File: config.mk
export PLATFORM = sky130hd
export DESIGN_NAME = qlab5_pio_in
export DESIGN_NICKNAME = d
export VERILOG_FILES = /design/src/rtl/qlab5_pio_pkg.sv /design/src/rtl/qlab5_pio_sync.sv /design/src/rtl/qlab5_pio_in.sv
export SDC_FILE = /design/constraint.sdc
export NUM_CORES = 1
export LEC_CHECK = 0
export CAP_MARGIN = 20
export CORE_ASPECT_RATIO = 1.4
export CORE_MARGIN = 2
export CORE_UTILIZATION = 41
export CTS_BUF_LIST = sky130_fd_sc_hd__clkbuf_16
export DETAILED_ROUTE_END_ITERATION = 7
export GPL_ROUTABILITY_DRIVEN = 0
export MAX_ROUTING_LAYER = met4
export PLACE_DENSITY = 0.84
export SLEW_MARGIN = 10
export SYNTH_ARGS = -nofsm -noshare
export SYNTH_HDL_FRONTEND = slang
export SYNTH_SLANG_ARGS = --single-unit
File: constraint.sdc
create_clock -name clk -period 2.5 [get_ports clk]
set_input_delay 0.25 -clock clk [delete_from_list [all_inputs] [get_ports clk]]
set_output_delay 0.25 -clock clk [all_outputs]
set_load 0.02 [all_outputs]
File: src/rtl/qlab5_pio_pkg.sv
`default_nettype none
// ============================================================================
//  Module      : qlab5_pio_pkg
//  Description : Shared register addresses and edge-type encoding for the
//                qlab5 parallel I/O port family.
//  Revision    : 1.0 - initial release
// ============================================================================
package qlab5_pio_pkg;

    // Word addresses shared by every PIO variant on the qlab5 fabric
    localparam logic [2:0] PIO_ADDR_DATA    = 3'd0;
    localparam logic [2:0] PIO_ADDR_DIR     = 3'd1;
    localparam logic [2:0] PIO_ADDR_IRQMASK = 3'd2;
    localparam logic [2:0] PIO_ADDR_EDGECAP = 3'd3;

    // Which input transition sets an edge-capture bit
    typedef enum logic [1:0] {
        EDGE_RISE = 2'd0,
        EDGE_FALL = 2'd1,
        EDGE_ANY  = 2'd2
    } pio_edge_e;

endpackage
`default_nettype wire

File: src/rtl/qlab5_pio_sync.sv
`default_nettype none
// ============================================================================
//  Module      : qlab5_pio_sync
//  Description : Per-bit multi-flop synchronizer for asynchronous inputs.
//                Every bit of d passes through STAGES flops; q is the last.
//  Revision    : 1.0 - initial release
// ============================================================================
module qlab5_pio_sync #(
    parameter int WIDTH  = 8,
    parameter int STAGES = 2
) (
    input  logic             clk,
    input  logic             reset_n,
    input  logic [WIDTH-1:0] d,
    output logic [WIDTH-1:0] q
);

    logic [WIDTH-1:0] r_stage [STAGES];

    // Shift the raw inputs down the synchronizer chain
    always_ff @(posedge clk or negedge reset_n) begin
        if (!reset_n) begin
            for (int i = 0; i < STAGES; i++) begin
                r_stage[i] <= '0;
            end
        end else begin
            r_stage[0] <= d;
            for (int i = 1; i < STAGES; i++) begin
                r_stage[i] <= r_stage[i-1];
            end
        end
    end

    assign q = r_stage[STAGES-1];

endmodule
`default_nettype wire

File: src/rtl/qlab5_pio_in.sv
`default_nettype none
// ============================================================================
//  Module      : qlab5_pio_in
//  Description : Avalon-MM parallel input port. Synchronizes in_port, exposes
//                its level, a per-bit edge-capture register (write-1-to-clear)
//                and an interrupt mask, and drives a level interrupt.
//  Revision    : 1.0 - initial release
// ============================================================================
module qlab5_pio_in
    import qlab5_pio_pkg::*;
#(
    parameter int               WIDTH       = 8,
    parameter int               EDGE_TYPE   = 0,
    parameter int               SYNC_STAGES = 2,
    parameter logic [WIDTH-1:0] RESET_MASK  = '0
) (
    input  logic             clk,
    input  logic             reset_n,
    input  logic [2:0]       address,
    input  logic             chipselect,
    input  logic             write_n,
    input  logic [31:0]      writedata,
    output logic [31:0]      readdata,
    input  logic [WIDTH-1:0] in_port,
    output logic             irq
);

    // Warm-up counter runs from 0 up to SYNC_STAGES, then arms on the next edge
    localparam int                 c_CNT_W    = $clog2(SYNC_STAGES + 2);
    localparam logic [c_CNT_W-1:0] c_CNT_LAST = c_CNT_W'(SYNC_STAGES);

    logic [WIDTH-1:0]   w_sync;
    logic [WIDTH-1:0]   r_prev;
    logic [WIDTH-1:0]   w_edge;
    logic [c_CNT_W-1:0] r_cnt;
    logic               r_armed;
    logic [WIDTH-1:0]   r_edgecap;
    logic [WIDTH-1:0]   r_irqmask;
    logic               w_wr;
    logic [WIDTH-1:0]   w_clr;
    logic [31:0]        w_rd;

    qlab5_pio_sync #(
        .WIDTH  (WIDTH),
        .STAGES (SYNC_STAGES)
    ) u_sync (
        .clk     (clk),
        .reset_n (reset_n),
        .d       (in_port),
        .q       (w_sync)
    );

    // Delay the synchronized level one cycle for edge comparison
    always_ff @(posedge clk or negedge reset_n) begin
        if (!reset_n) begin
            r_prev <= '0;
        end else begin
            r_prev <= w_sync;
        end
    end

    // Select the transition that counts as an edge
    if (EDGE_TYPE == int'(EDGE_FALL)) begin : g_edge_fall
        assign w_edge = ~w_sync & r_prev;
    end else if (EDGE_TYPE == int'(EDGE_ANY)) begin : g_edge_any
        assign w_edge = w_sync ^ r_prev;
    end else begin : g_edge_rise
        assign w_edge = w_sync & ~r_prev;
    end

    // Hold off capture until the synchronizer has flushed its reset contents,
    // so levels already present at reset release are not seen as edges
    always_ff @(posedge clk or negedge reset_n) begin
        if (!reset_n) begin
            r_cnt   <= '0;
            r_armed <= 1'b0;
        end else if (!r_armed) begin
            if (r_cnt == c_CNT_LAST) begin
                r_armed <= 1'b1;
            end else begin
                r_cnt <= r_cnt + 1'b1;
            end
        end
    end

    assign w_wr  = chipselect & ~write_n;
    assign w_clr = (w_wr && (address == PIO_ADDR_EDGECAP)) ? writedata[WIDTH-1:0] : '0;

    // Edge capture: clear by write-1, with a new edge taking priority
    always_ff @(posedge clk or negedge reset_n) begin
        if (!reset_n) begin
            r_edgecap <= '0;
        end else begin
            r_edgecap <= (r_edgecap & ~w_clr) | (w_edge & {WIDTH{r_armed}});
        end
    end

    // Interrupt mask register
    always_ff @(posedge clk or negedge reset_n) begin
        if (!reset_n) begin
            r_irqmask <= RESET_MASK;
        end else if (w_wr && (address == PIO_ADDR_IRQMASK)) begin
            r_irqmask <= writedata[WIDTH-1:0];
        end
    end

    // Read mux, zero-extended; reserved addresses read as zero
    always_comb begin
        w_rd = '0;
        case (address)
            PIO_ADDR_DATA:    w_rd[WIDTH-1:0] = w_sync;
            PIO_ADDR_IRQMASK: w_rd[WIDTH-1:0] = r_irqmask;
            PIO_ADDR_EDGECAP: w_rd[WIDTH-1:0] = r_edgecap;
            default:          w_rd            = '0;
        endcase
    end

    // Read data is registered every cycle regardless of chipselect
    always_ff @(posedge clk or negedge reset_n) begin
        if (!reset_n) begin
            readdata <= '0;
        end else begin
            readdata <= w_rd;
        end
    end

    assign irq = |(r_edgecap & r_irqmask);

    // Upper write-data bits have no destination when the port is narrow
    if (WIDTH < 32) begin : g_wd_upper
        logic w_unused_wd;
        assign w_unused_wd = |writedata[31:WIDTH];
    end

endmodule
`default_nettype wire

==> results.txt, run 1 <==
----------------------------------------------------
[GRT]
  Total GRT Usage ... 13.30%
  Maximum number of pins on one net before global-route repair ... 40
  Initial antenna violation count ... 0
  Global route total overflow ... 0
  Via count of the first global-routing pass ... 1,200
  First-pass GRT wire length ... about 5500 um

[STA]
  Tcrit/Tclk final ... 76.05%
  Min Clock Period, post-route ... 1901 ps
  Setup ws final ... 598.9 ps
  Final Hold Vio Count ... 0
  Final setup violation count ... 0
  Unrepaired setup endpoints after global routing ... false
  Number of max-slew violations in the final report ... 0
  Setup Skew ... 3.404 ps
  Top achievable clock speed ... 0.5260 GHz
  Sum of negative setup slack ... 0 ps

[Floorplan]
  DIE WIDTH ... 64.41 um
  Starting Density ... 42.92%
  Chip Height ... 88.57 um
  Number of rows in the core area ... 30
  Total Die Area ... 0.005704 mm^2
  Placeable core region ... 0.004880 mm^2
  I/O pins ... 80

[Outcome]
  Status ... complete, no violations

[Layout]
  Antenna diodes ... 0
  Leading cell types in the layout, fill and taps excluded ... sky130_fd_sc_hd__dfrtp_1 (51), sky130_fd_sc_hd__clkdlybuf4s50_1 (30), sky130_fd_sc_hd__conb_1 (24)
  Net count of the finished layout ... between 200 and 300
  Final instance area ... 0.002510 mm^2
  Area growth, synth to finish ... 19.83%
  Most common cell after layout, fill and taps aside ... sky130_fd_sc_hd__dfrtp_1
  Share of post-route cells with drive strength above 1 ... 13.59%

[Clock tree]
  Root buffer selected by CTS ... sky130_fd_sc_hd__clkbuf_16
  TritonCTS buffer count ... 5
  Cts repair resizes ... 0
  Clock latency reported for the late side of the worst-skew pair ... 280 ps
  Post-CTS Hold Fix Bufs ... 1
  Buffer depth of the longest clock path ... 2
  CTS H-Tree Depth ... 2
  Number of buffers added for setup after CTS ... 0
  TritonCTS clock tree ... yes
  Sinks on the clock net ... 51
  Post-CTS clock slew at the launch and capture registers of the worst setup and hold paths ... about 60 ps

[Worst setup path]
  Category of the most critical setup path ... reg -> out
  Critical path arrival ... between 1500 and 2000 ps
  Data required time of the critical path ... 2250 ps
  Worst Setup EP ... irq
  CP max-delay cell ... sky130_fd_sc_hd__clkdlybuf4s50_1
  Setup crit start kind ... flop
  Worst setup path start ... r_irqmask[2]
  Critical R2R Capture ... r_cnt[1]
  Setup slack, reg-to-reg ... ~1500 ps
  Depth of the worst register-to-register path ... 5
  Critical Path End Type ... output pin
  Worst reg2reg path startpoint ... r_cnt[0]
  Critical-path cell list ... a22oi_1 -> nand4_1 -> clkdlybuf4s50_1
  Stage delay of the slowest cell on the critical path ... roughly 570 ps
  CP max FO ... 3

[Power and ir drop]
  P_leak ... 1.136 nW
  Peak supply drop ... 0.3839 mV
  Power per cell area ... 720.1 mW/mm^2
  Overall power after layout ... ~1.8 mW

[Detailed routing]
  Wirelength, routed ... 3332 um
  DR iter-0 viols ... 65
  Detailed-routing iteration count for the pre-antenna-repair pass ... 4
  Total via count after detailed routing ... 1,238
  Drc violations ... 0
  Post-detailed-route via-to-cell ratio ... 4.585
  Per-cell routed wire length ... 12.34 um
  Antenna Nets Post-Route ... 0

[Yosys]
  Dominant combinational cell family by area after synthesis ... buffers and inverters
  Mapped Avg Cell Area ... 12.25 um^2
  Mux share of post-synthesis cell area ... 9.558%
  Xor and xnor fraction of the mapped netlist area ... 0.4182%
  Post-Synth Simple-Gate Area ... 9.916%
  Share of synthesized area occupied by flip-flops and latches ... 60.93%
  Post-synthesis compound-gate area fraction ... roughly 6.9%
  Adder and majority gate portion of the synthesized area ... 0.5974%
  Number of warning messages in the yosys log ... 0
  Cell area after synthesis ... 0.002095 mm^2
  Number of instances in the synthesized netlist ... 171
  Flip-flop and latch count after synthesis ... 51
  Yosys cell types ... 21

[Placement]
  Setup WS pre-CTS ... 361.2 ps
  Number of port buffers ... 31
  Cell area after placement ... 0.002364 mm^2
  Half-perimeter wire length after detailed placement ... ~2300 um

[Job]
  Max-capacitance violation count ... 0

[Hold path]
  Path class of the lowest-slack min-delay path ... reg -> reg
  Source of the worst hold timing path ... u_sync.r_stage[15]

----------------------------------------------------
==> how the worst min path moves through the flow <==
stage / end / slack, ps / cells past startpoint
after floorplan: r_armed / -50 / 0
after global placement: r_irqmask[2] / 140 / 1
after detailed placement: r_irqmask[2] / 150 / 1
after CTS: u_sync.q[7] / 350 / 0
after global routing: u_sync.q[7] / 350 / 0
final: u_sync.q[7] / 350 / 0
==> sequential cells by signal (all words and copies together), names as in the netlist <==
register	flops
r_prev	8
r_irqmask	8
u_sync.r_stage	8
r_cnt	2
readdata	8
u_sync.q	8
r_edgecap	8
r_armed	1
==> power breakdown <==
part	internal [mW]	switching (mW)	leakage [nW]	total [mW]
Clock	0.360	0.267	0.0701	0.627
Sequential	0.889	0.0407	0.587	0.930
Combinational	0.130	0.120	0.479	0.250
==> layout make-up <==
type / instances / area [um^2]
fill: 421 / 2370
sequential: 51 / 1276
multi-input combinational: 109 / 664.4
timing repair buffer: 36 / 345.3
clock buffer: 5 / 125.1
tap: 64 / 80.08
clock inverter: 3 / 11.26
inverter: 2 / 7.507
==> logic make-up after synthesis <==
family / count (synthesis)
fa+ha+maj: 1
mux: 16
buf+inv: 34
xor+xnor: 1
other cells: 1
simple gates: 40
compound gates: 27
flops: 51
==> cells in the mapped netlist (all sizes together) <==
library cell	number	share of area (%)
o21ai	14	3.3
nand3b	2	0.72
conb	1	0.18
nand2	16	2.9
ha	1	0.60
mux2	8	5.7
nand3	8	1.9
buf	27	10
xnor2	1	0.42
and2	1	0.30
a22oi	4	1.4
or2	8	2.4
dfrtp	51	61
inv	2	0.36
mux2i	8	3.8
nand4	1	0.30
a21oi	9	2.2
clkbuf	5	0.90
or3b	2	1.1
nor2	2	0.36
==> routing by layer <==
layer | GRT usage [%] | part of all wire (%) | vias up
met3 | 4.580 | 8.6 | 8
met5 | - | 0 | -
met4 | 6.190 | 2.1 | 0
li1 | - | - | 586
met2 | 21.78 | 48 | 76
met1 | 14.61 | 41 | 568
==> worst max-delay path, delay by kind of cell, from the launching register on <==
kind | cells | cell delay (ps)
buf+inv | 1 | 570
flops | 1 | 400
compound gates | 1 | 260
simple gates | 1 | 140
==> through the flow <==
step / hold WS (ps) / utilization (%) / cells
after detailed placement: 148.6 / 48.44 / 261
after floorplan: -45.59 / - / 194
final: 346.4 / 51.44 / 270
after global placement: 143.3 / 48.44 / 261
after CTS: 348.6 / 51.44 / 270
after global routing: 352.2 / 51.44 / 270
(Power assumes the default switching activity.)
==> inputs of run 2 (changes only) <==
--- a/config.mk
+++ b/config.mk
@@ -8,7 +8,7 @@
 export CAP_MARGIN = 20
 export CORE_ASPECT_RATIO = 1.4
 export CORE_MARGIN = 2
-export CORE_UTILIZATION = 41
+export CORE_UTILIZATION = 39
 export CTS_BUF_LIST = sky130_fd_sc_hd__clkbuf_16
 export DETAILED_ROUTE_END_ITERATION = 7
 export GPL_ROUTABILITY_DRIVEN = 0
==> constraint.sdc (replaced) <==
create_clock -name clk -period 1.6 [get_ports clk]
set_input_delay 0.16 -clock clk [delete_from_list [all_inputs] [get_ports clk]]
set_output_delay 0.16 -clock clk [all_outputs]
set_load 0.02 [all_outputs]
==> run 2 against run 1 <==
Effect of this change: clock skew is 3.2 ps higher; routed wire length is 14% higher; largest power group unchanged; combinational power increased by 60%; total power increased by 68%; hold slack got worse by 38 ps; highest routed layer unchanged; register-to-register slack got worse by 900 ps; global-route usage up 0.63 points; worst setup slack lost 440 ps; final cell count up 1.5%; non-clock buffer count rose by 2; sequential power is 57% higher.
==> results.txt, run 2 (synthesis gave the netlist of run 1 again) <==
----------------------------------------------------
[Worst setup path]
  Depth of the worst register-to-register path ... 3
  Critical Path End Type ... output pin
  Critical R2R Capture ... r_cnt[1]
  Setup slack, reg-to-reg ... 550 ps
  Worst reg2reg path startpoint ... r_armed
  Data required time of the critical path ... 1440 ps
  Critical path arrival ... about 1300 ps
  CP max FO ... 3
  Setup crit start kind ... flop
  Category of the most critical setup path ... reg -> out

[GRT]
  Most used routing layer in global routing ... met2
  Total GRT Usage ... 13.92%
  Global Route met1 Usage ... about 15%
  Via count of the first global-routing pass ... 1,316
  First-pass GRT wire length ... 6106 um
  Global routing usage on met2 ... 23.06%
  Global route total overflow ... 0
  Maximum number of pins on one net before global-route repair ... between 50 and 60
  GRT met3 Usage ... under 10%
  Initial antenna violation count ... 0

[STA]
  Top achievable clock speed ... between 0.6 and 0.7 GHz
  Final Hold Vio Count ... 0
  Min Clock Period, post-route ... about 1400 ps
  Unrepaired setup endpoints after global routing ... false
  Sum of negative setup slack ... 0 ps
  Final setup violation count ... 0
  Post-Route Hold Slack ... around 300 ps
  Setup Skew ... roughly 6.6 ps
  Tcrit/Tclk final ... 89.79%
  Setup ws final ... 163.3 ps
  Number of max-slew violations in the final report ... 0

[Layout]
  Net count of the finished layout ... 255
  Antenna diodes ... 0
  Leading cell types in the layout, fill and taps excluded ... sky130_fd_sc_hd__dfrtp_1 (51), sky130_fd_sc_hd__clkdlybuf4s50_1 (26), sky130_fd_sc_hd__conb_1 (24)
  Final instance area ... about 0.0026 mm^2
  Non-filler instance count after layout ... 274
  Utilization after layout ... 49.67%
  Most common cell after layout, fill and taps aside ... sky130_fd_sc_hd__dfrtp_1
  Area growth, synth to finish ... 22.34%
  Share of post-route cells with drive strength above 1 ... roughly 16%

[Floorplan]
  Chip Height ... 90.71 um
  Starting Density ... 40.60%
  Number of rows in the core area ... 31
  Total Die Area ... 0.005981 mm^2
  Placeable core region ... 0.005159 mm^2
  I/O pins ... 80
  DIE WIDTH ... 65.94 um

[Power and ir drop]
  Sequential cell fraction of total power ... a little under half
  Clock power share ... about two fifths
  Overall power after layout ... 3.040 mW
  Reported net switching power ... 0.7164 mW
  Power per cell area ... around 1200 mW/mm^2
  Combinational share of power ... 13.1%
  Peak supply drop ... 0.5069 mV
  Net Sw Frac ... 23.57%
  P_leak ... 1.171 nW
  Cell-internal power ... 2.323 mW

[Detailed routing]
  Per-cell routed wire length ... around 14 um
  Detailed-routing iteration count for the pre-antenna-repair pass ... 4
  DR iter-0 viols ... around 130
  Antenna Nets Post-Route ... 0
  Drc violations ... 0
  Total via count after detailed routing ... 1,299
  Post-detailed-route via-to-cell ratio ... 4.741
  Wirelength, routed ... 3783 um

[Clock tree]
  CTS H-Tree Depth ... 2
  Post-CTS clock slew at the launch and capture registers of the worst setup and hold paths ... 70 ps
  Root buffer selected by CTS ... sky130_fd_sc_hd__clkbuf_16
  Buffer depth of the longest clock path ... 2
  TritonCTS clock tree ... yes
  Clock latency reported for the late side of the worst-skew pair ... 290 ps
  TritonCTS buffer count ... 5
  Sinks on the clock net ... 51

[Placement]
  Number of port buffers ... 31
  Inst Count DP ... 264
  Half-perimeter wire length after detailed placement ... ~2600 um
  Cell area after placement ... 0.002386 mm^2
  Setup WS pre-CTS ... -328.0 ps

[Hold path]
  Count of cells along the worst hold path ... 1
  Path class of the lowest-slack min-delay path ... in -> reg
  Endpoint with the worst hold slack ... u_sync.r_stage[15]
  Source of the worst hold timing path ... in_port[7]

[Outcome]
  Status ... complete, no violations

[Job]
  Max-capacitance violation count ... 0

----------------------------------------------------
run 2: timing repair:
item,4_1_cts,5_1_grt
resized for setup,4,2
endpoints found under the setup margin,9,9
setup buffers,0,1
pin swaps,2,2
hold endpoints to repair,51,0
hold buffers,1,0
run 2: routing by layer:
layer  vias to the layer above  part of all wire, %
met1                       641                   37
li1                        590                    -
met2                        59                   53
met5                         -                    0
met3                         9                  6.8
met4                         0                  3.0
run 2: how the worst max path moves through the flow:
stage | from | endpoint | depth (start not counted)
floorplan | address[2] | r_irqmask[0] | 6
global route | r_irqmask[3] | irq | 3
CTS | r_irqmask[3] | irq | 3
detailed placement | address[2] | r_irqmask[4] | 4
finish | r_irqmask[3] | irq | 3
global placement | chipselect | r_irqmask[3] | 4
run 2: worst max-delay path, stage by stage (launching register included):
cell,delay [ps]
sky130_fd_sc_hd__dfrtp_1,410
sky130_fd_sc_hd__a22oi_1,240
sky130_fd_sc_hd__nand4_1,150
sky130_fd_sc_hd__clkbuf_2,180
run 2: layout make-up:
class | count | area [um^2]
fill | 471 | 2596
sequential | 51 | 1276
multi-input combinational | 109 | 664.4
timing repair buffer | 38 | 367.9
clock buffer | 5 | 125.1
tap | 66 | 82.58
clock inverter | 3 | 38.79
inverter | 2 | 7.507
run 2: power groups by stage:
stage          clock (mW)  sequential (mW)  combinational, mW
6_report             1.18             1.46              0.399
3_5_place_dp            0             1.48              0.402
3_3_place_gp            0             1.47              0.387
2_1_floorplan           0             1.47              0.276
4_1_cts              1.21             1.46              0.403
5_1_grt              1.25             1.47              0.434
==> inputs of run 3 (changes only) <==
--- a/config.mk
+++ b/config.mk
@@ -7,13 +7,12 @@
 export LEC_CHECK = 0
 export CAP_MARGIN = 20
 export CORE_ASPECT_RATIO = 1.4
-export CORE_MARGIN = 2
 export CORE_UTILIZATION = 39
 export CTS_BUF_LIST = sky130_fd_sc_hd__clkbuf_16
 export DETAILED_ROUTE_END_ITERATION = 7
 export GPL_ROUTABILITY_DRIVEN = 0
 export MAX_ROUTING_LAYER = met4
-export PLACE_DENSITY = 0.84
+export PLACE_DENSITY = 0.75
 export SLEW_MARGIN = 10
 export SYNTH_ARGS = -nofsm -noshare
 export SYNTH_HDL_FRONTEND = slang
==> constraint.sdc (replaced) <==
create_clock -name clk -period 1.6 [get_ports clk]
set_input_delay 0.16 -clock clk [delete_from_list [all_inputs] [get_ports clk]]
set_output_delay 0.16 -clock clk [all_outputs]
set_load 0.05 [all_outputs]
==> run 3 against run 2 <==
Effect of this change: register-to-register slack about the same; sequential share of layout area is 0.62 points higher; cell area is 1.2% lower; clock-buffer cell count unchanged; largest power group unchanged; critical path depth is 1 higher; die area shrank 5.2%; non-clock buffer count grew 1; highest routed layer unchanged; clock skew down 3.1 ps; routed wire length fell by 7.5%; total power decreased by 2.7%; critical endpoint is now r_irqmask[7]; worst setup slack got worse by 120 ps.
==> results.txt, run 3 (synthesis gave the netlist of run 1 again) <==
----------------------------------------------------
[STA]
  Post-Route Hold Slack ... 296.3 ps
  Min Clock Period, post-route ... 1561 ps
  Final setup violation count ... 0
  Unrepaired setup endpoints after global routing ... false
  Top achievable clock speed ... 0.6405 GHz
  Setup Skew ... 3.524 ps
  Number of max-slew violations in the final report ... 0
  Tcrit/Tclk final ... a little over nine tenths
  Sum of negative setup slack ... 0 ps
  Final Hold Vio Count ... 0
  Setup ws final ... 38.61 ps

[Placement]
  Setup WS pre-CTS ... -309.4 ps
  Cell area after placement ... 0.002384 mm^2
  Inst Count DP ... 266
  Number of port buffers ... 31
  Half-perimeter wire length after detailed placement ... 2533 um

[Layout]
  Utilization after layout ... 49.07%
  Final instance area ... ~0.0025 mm^2
  Most common cell after layout, fill and taps aside ... sky130_fd_sc_hd__dfrtp_1
  Area growth, synth to finish ... 20.85%
  Non-filler instance count after layout ... 275
  Antenna diodes ... 0
  Share of post-route cells with drive strength above 1 ... 19.62%
  Net count of the finished layout ... between 200 and 300
  Leading cell types in the layout, fill and taps excluded ... sky130_fd_sc_hd__dfrtp_1 (51), sky130_fd_sc_hd__conb_1 (24), sky130_fd_sc_hd__clkdlybuf4s50_1 (21)

[GRT]
  Maximum number of pins on one net before global-route repair ... 22
  Total GRT Usage ... 14.57%
  First-pass GRT wire length ... 5968 um
  Via count of the first global-routing pass ... 1,287
  Initial antenna violation count ... 0
  Global route total overflow ... 0

[Power and ir drop]
  Sequential cell fraction of total power ... 49.2%
  Reported net switching power ... 0.7925 mW
  P_leak ... 1.170 nW
  Combinational share of power ... 17.0%
  Overall power after layout ... 2.956 mW
  Cell-internal power ... 2.164 mW
  Clock power share ... roughly 34%
  Power per cell area ... 1168 mW/mm^2
  Net Sw Frac ... a little over a quarter
  Peak supply drop ... 0.5156 mV

[Clock tree]
  Post-CTS clock slew at the launch and capture registers of the worst setup and hold paths ... 60 ps
  Sinks on the clock net ... roughly 50
  CTS H-Tree Depth ... 2
  TritonCTS clock tree ... yes
  TritonCTS buffer count ... 5
  Clock latency reported for the late side of the worst-skew pair ... 280 ps
  Root buffer selected by CTS ... sky130_fd_sc_hd__clkbuf_16
  Buffer depth of the longest clock path ... 2

[Worst setup path]
  Critical-path cell list ... clkdlybuf4s50_1 -> or3b_4 -> or3b_4 -> mux2_4
  Depth of the worst register-to-register path ... 5
  Setup crit start kind ... input port
  Critical path arrival ... around 1700 ps
  Stage delay of the slowest cell on the critical path ... about 480 ps
  Worst reg2reg path startpoint ... r_cnt[0]
  Critical Path End Type ... flop
  CP max-delay cell ... sky130_fd_sc_hd__or3b_4
  Critical R2R Capture ... r_cnt[1]
  Setup slack, reg-to-reg ... about 540 ps
  CP max FO ... 8
  Category of the most critical setup path ... in -> reg
  Critical path's most frequent cell ... sky130_fd_sc_hd__or3b_4
  Data required time of the critical path ... around 1800 ps

[Floorplan]
  DIE WIDTH ... 63.94 um
  Chip Height ... 88.71 um
  Number of rows in the core area ... 31
  Starting Density ... 40.60%
  I/O pins ... 80
  Placeable core region ... about 0.0052 mm^2
  Total Die Area ... 0.005672 mm^2

[Detailed routing]
  Antenna Nets Post-Route ... 0
  Total via count after detailed routing ... ~1,300
  Detailed-routing iteration count for the pre-antenna-repair pass ... 4
  Drc violations ... 0
  Wirelength, routed ... 3500 um
  DR iter-0 viols ... 46
  Per-cell routed wire length ... 12.73 um
  Post-detailed-route via-to-cell ratio ... roughly 4.6

[Hold path]
  Path class of the lowest-slack min-delay path ... in -> async

[Job]
  Max-capacitance violation count ... 0

[Outcome]
  Status ... complete, no violations

----------------------------------------------------
run 3: cell types whose count changed in the layout (fill, tap and decap cells not counted), sizes merged:
cell,change
buf,+8
bufinv,-1
clkbuf,-1
clkdlybuf4s50,-5
clkinv,+1
dlymetal6s2s,-1
run 3: power groups by stage:
stage | logic (mW) | registers (mW) | clock network, mW
finish | 0.503 | 1.45 | 0.998
detailed placement | 0.506 | 1.48 | 0
CTS | 0.508 | 1.45 | 1.02
global placement | 0.499 | 1.47 | 0
floorplan | 0.355 | 1.51 | 0
global route | 0.540 | 1.47 | 1.09
run 3: how the worst max path moves through the flow:
stage                     from      endpoint  slack, ps  cells past startpoint
floorplan           address[2]  r_irqmask[0]        -80                      6
global placement    chipselect  r_irqmask[7]       -300                      4
detailed placement  chipselect  r_irqmask[6]       -310                      4
CTS                    write_n  r_irqmask[6]         10                      4
global route           write_n  r_irqmask[6]         10                      4
finish                 write_n  r_irqmask[7]         40                      4
run 3: layout make-up:
class / instances / area (um^2)
Tap cell: 66 / 82.58
Sequential cell: 51 / 1276
Clock buffer: 5 / 125.1
Clock inverter: 3 / 15.01
Multi-Input combinational cell: 109 / 664.4
Timing Repair Buffer: 39 / 360.3
Fill cell: 465 / 2628
Inverter: 2 / 7.507
run 3: repair_timing:
item | CTS | global route
pin swaps | 2 | 1
setup buffers | 0 | 0
endpoints found under the setup margin | 8 | 6
hold buffers | 1 | 0
hold endpoints to repair | 10 | 0
resized for setup | 2 | 0
run 3: metal layers:
layer / share of wire, % / up-vias / track usage [%]
met2: 51 / 52 / 24.27
met3: 6.2 / 7 / 4.253
met1: 41 / 609 / 15.84
met5: 0 / - / -
met4: 1.9 / 0 / 7.231
li1: - / 592 / -
run 3: critical path, delay by kind of cell:
family | cells | cell delay (ps)
and+or+nand+nor | 2 | 850
muxes | 1 | 320
buffers and inverters | 1 | 400
